--- src/rtl/dm_access_unit.sv ---
// Data-memory access initiator: turns MEM-stage load/store requests into cache port requests.
// Optional completion watchdog is compiled in with `define DM_TIMEOUT_EN.
module dm_access_unit #(
    parameter int ADDR_W  = 10,
    parameter int TIMEOUT = 64
) (
    input  logic              clk,
    input  logic              rst,
    input  logic              mem_read,
    input  logic              mem_write,
    input  logic [ADDR_W-1:0] addr,
    input  logic [31:0]       wdata,
    output logic              stall,
    output logic [31:0]       rdata,
    output logic              rdata_valid,
    output logic              err,
    output logic              rd_en_dm,
    output logic              wr_en_dm,
    output logic [ADDR_W-1:0] dm_address,
    output logic [31:0]       dm_data_in,
    input  logic [127:0]      dm_data_out,
    input  logic              dm_done
);

    typedef enum logic [1:0] {IDLE, REQ, RESP} state_t;

    state_t     state;
    logic       request;
    logic       wd_expire;
    logic [6:0] word_ofs;

    assign request  = mem_read | mem_write;
    assign stall    = (state == REQ) || ((state == IDLE) && request);
    assign word_ofs = {dm_address[3:2], 5'b00000};

`ifdef DM_TIMEOUT_EN
    localparam int CNT_W = $clog2(TIMEOUT + 1);

    logic [CNT_W-1:0] wd_cnt;

    // Counter holds the number of REQ cycles already spent; expiry on the TIMEOUT-th one.
    assign wd_expire = (wd_cnt == CNT_W'(TIMEOUT - 1));

    always_ff @(posedge clk or posedge rst) begin
        if (rst) begin
            wd_cnt <= '0;
            err    <= 1'b0;
        end else begin
            if (state == REQ)
                wd_cnt <= wd_cnt + 1'b1;
            else
                wd_cnt <= '0;
            if ((state == REQ) && !dm_done && wd_expire)
                err <= 1'b1;
        end
    end
`else
    assign wd_expire = 1'b0;
    assign err       = 1'b0;
`endif

    always_ff @(posedge clk or posedge rst) begin
        if (rst) begin
            state       <= IDLE;
            rd_en_dm    <= 1'b0;
            wr_en_dm    <= 1'b0;
            rdata_valid <= 1'b0;
            rdata       <= '0;
            dm_address  <= '0;
            dm_data_in  <= '0;
        end else begin
            rdata_valid <= 1'b0;
            case (state)
                IDLE: begin
                    // A simultaneous read and write is treated as a store only.
                    if (request) begin
                        state      <= REQ;
                        dm_address <= addr;
                        dm_data_in <= wdata;
                        wr_en_dm   <= mem_write;
                        rd_en_dm   <= ~mem_write;
                    end
                end
                REQ: begin
                    if (dm_done) begin
                        state    <= RESP;
                        rd_en_dm <= 1'b0;
                        wr_en_dm <= 1'b0;
                        if (rd_en_dm) begin
                            rdata       <= dm_data_out[word_ofs +: 32];
                            rdata_valid <= 1'b1;
                        end
                    end else if (wd_expire) begin
                        state    <= RESP;
                        rd_en_dm <= 1'b0;
                        wr_en_dm <= 1'b0;
                    end
                end
                RESP:    state <= IDLE;
                default: state <= IDLE;
            endcase
        end
    end

endmodule

--- config.mk ---
export PLATFORM = sky130hd
export DESIGN_NAME = dm_access_unit
export DESIGN_NICKNAME = d
export VERILOG_FILES = /design/src/rtl/dm_access_unit.sv
export SDC_FILE = /design/constraint.sdc
export NUM_CORES = 1
export LEC_CHECK = 0
export CAP_MARGIN = 5
export CORE_ASPECT_RATIO = 1.25
export CORE_MARGIN = 8
export CORE_UTILIZATION = 36
export CTS_CLUSTER_SIZE = 20
export DETAILED_ROUTE_END_ITERATION = 10
export PLACE_DENSITY = 0.81
export SLEW_MARGIN = 10
export SYNTH_ARGS = -nofsm -noshare
export SYNTH_HDL_FRONTEND = slang
export SYNTH_SLANG_ARGS = --single-unit
--- constraint.sdc ---
create_clock -name clk -period 2.69 [get_ports clk]
set_input_delay 0.269 -clock clk [delete_from_list [all_inputs] [get_ports clk]]
set_output_delay 0.269 -clock clk [all_outputs]
set_load 0.1 [all_outputs]
==> qor.yml <==
status:
  status: "finished, final reports clean"
placement:
  io_buffers: 252
  gp_congestion: 0.7676
  post-dp-hpwl_um: 10220
critical_path:
  cp-end-kind: "output pin"
  ff2ff_path_depth: 3
  required_ns: 2.42
  cp.arrival_ns: 1.54
  startpoint_type: "input pin"
  cp_max_fo: 7
  crit_type: "input pin to output pin"
detailed_routing:
  wl_um: 12280
  drc_errors: 0
  wl_met3_um: 1373
  drt-met1-wl_um: 4194
  drtAntennaViolNets: 0
  firstDrtPassIters: 4
  route.vias.total: 3000
  wl_met2_um: 6525
  viasPerCell: 4.910
  drt-initial-drc-count: 55
  wl_per_cell_um: 20.10
  top_layer_used: "met4"
final_layout:
  multiInputGateArea_mm2: 0.001660
  nets: 649
  drive_gt1_share_pct: 43.01
  syn_to_final_growth_pct: 74.57
  register_area_mm2: 0.001978
  post-route-util_pct: 63.31
  insertedDiodeCount: 0
  nFillCells: 826
timing:
  tightest_slew_ns: 0.5825
  skew_ns: 0.006614
  fmax_ghz: 0.5514
  setup-violations-final: 0
  slew_headroom_pct: 61.12
  fin_crit_sh_pct: 67.42
  rsz0062_at_grt: "no"
  tns_ns: 0
  slew_violations: 0
  period_needed_ns: 1.814
  hold_violations: 0
synthesis:
  avgSynthCellArea_um2: 17.15
  synth_area_mm2: 0.003774
  yosysUniqueCellTypes: 22
  yosysTopAreaCell: "dfrtp_1"
  synth_cells: 220
  synth_edf_count: 0
  synth.ff_latch_count: 79
  ys.flop_type: "dfrtp_1"
  synthTopCellsByArea: "dfrtp_1 (52%), mux2_2 (21%), mux4_2 (17%)"
  synth_common_cells: "dfrtp_1 (79), mux2_2 (71), mux4_2 (29), buf_2 (7), inv_1 (6)"
  synth.most_common_cell: "dfrtp_1"
  seq_area_frac_synth_pct: 52.39
  yosys_warnings: 0
  synth_top_cell_area_share_pct: 52.39
  async_flop_share_pct: 100.0
  syn_nets: 395
die:
  dieArea_mm2: 0.01404
  start_util_pct: 36.27
  core_area_mm2: 0.01041
  core.rowCount: 42
  io_pins: 254
  die_y_um: 130.5
  fp.dieW_um: 107.6
clocking:
  post_cts_buffers: 0
  cts_made_buffers: 9
  cts_num_sinks: 79
  tritoncts: "yes"
  cts_resized: 0
  root_buffer: "clkbuf_16"
  clk_pin_slew_ns: 0.06
  htree_levels: 3
  clk_path_buf_depth: 2
  ctsHoldBuffers: 0
  clk_latency_ns: 0.33
global_routing:
  grt_overflow_total: 0
  grt_antenna_before_repair: 0
  grt_max_degree: 50
  grt_pass1_vias: 3561
  grt_pass1_wl_um: 19150
  grt_usage_pct: 17.90
flow_run:
  drv_cap: 0
worst_hold_path:
  min_path_type: "input pin to async pin"
sequential cells by signal, indices dropped and copies added (netlist names):
register,flops
rd_en_dm,1
dm_data_in,32
state,2
rdata,32
rdata_valid,1
wr_en_dm,1
dm_address,10
final timing paths:
| path | start | endpoint | slack [ns] |
|---|---|---|---|
| hold reg to reg | dm_data_in[12] | dm_data_in[12] | 0.49 |
| setup / recovery | mem_write | stall | 0.88 |
| max in group asynchronous | rst | dm_address[1] | 1.74 |
| setup reg to reg | state[0] | dm_data_in[31] | 1.01 |
| min in group clk | dm_data_in[12] | dm_data_in[12] | 0.49 |
| hold / removal | rst | rdata_valid | 0.30 |
layout make-up:
class | instances | share of cell area, %
Clock buffer | 10 | 3.628
Clock inverter | 6 | 1.387
Inverter | 6 | 0.3609
Multi-Input combinational cell | 119 | 25.20
Sequential cell | 79 | 30.03
Tap cell | 132 | 2.507
Timing Repair Buffer | 259 | 36.89
critical path, stage by stage:
cell and delay (ns):
clkdlybuf4s50_1 0.45, nor2_1 0.21, nor3_4 0.09, or2_2 0.34, buf_12 0.18
layout by cell type, fill, tap and decap left out:
cell type        Yosys  final
a21o_1               1      1
a21oi_1              2      2
a2bb2oi_1            1      1
and2_1               1      1
and2b_1              1      1
buf_12               0      4
buf_4                4     81
bufinv_16            0      2
clkbuf_16            0      9
clkbuf_8             0      1
clkdlybuf4s50_1      0    174
clkinv_2             0      2
clkinv_4             0      2
conb_1               1      1
dfrtp_1             79     78
dfrtp_2              0      1
inv_1                6      5
inv_6                0      1
mux2_1               3      3
mux2_2              71     71
mux4_1               3      3
mux4_2              29     29
nand3_2              1      1
nor2_1               1      1
nor3_4               1      1
o22ai_1              1      1
o32ai_1              1      1
or2_2                1      1
metal layers:
metal | up-vias | global-route usage (%)
met5 | - | 0
met4 | 0 | 5.565
met3 | 13 | 8.440
met2 | 166 | 31.89
met1 | 1476 | 18.04
li1 | 1345 | -
through the flow:
step	cell area [µm²]	cells	hold slack (ns)	worst slack (ns)
global placement	6257	595	0.4716	0.6929
floorplan	3774	220	0.3790	0.3976
finish	6588	611	0.3044	0.8763
global route	6588	611	0.3608	0.8260
CTS	6588	611	0.3061	0.8704
detailed placement	6257	595	0.4788	0.6322
kinds of logic after synthesis:
group,count (synthesis),share of synthesized area (%)
flops,79,52.39
buf+inv,22,3.614
other cells,1,0.09937
compound gates,6,1.094
simple gates,6,1.327
mux,106,41.48
Power is left out: the tool's default activity adds up to more than one toggle a clock period on the data nets, which glitch-free logic cannot reach.
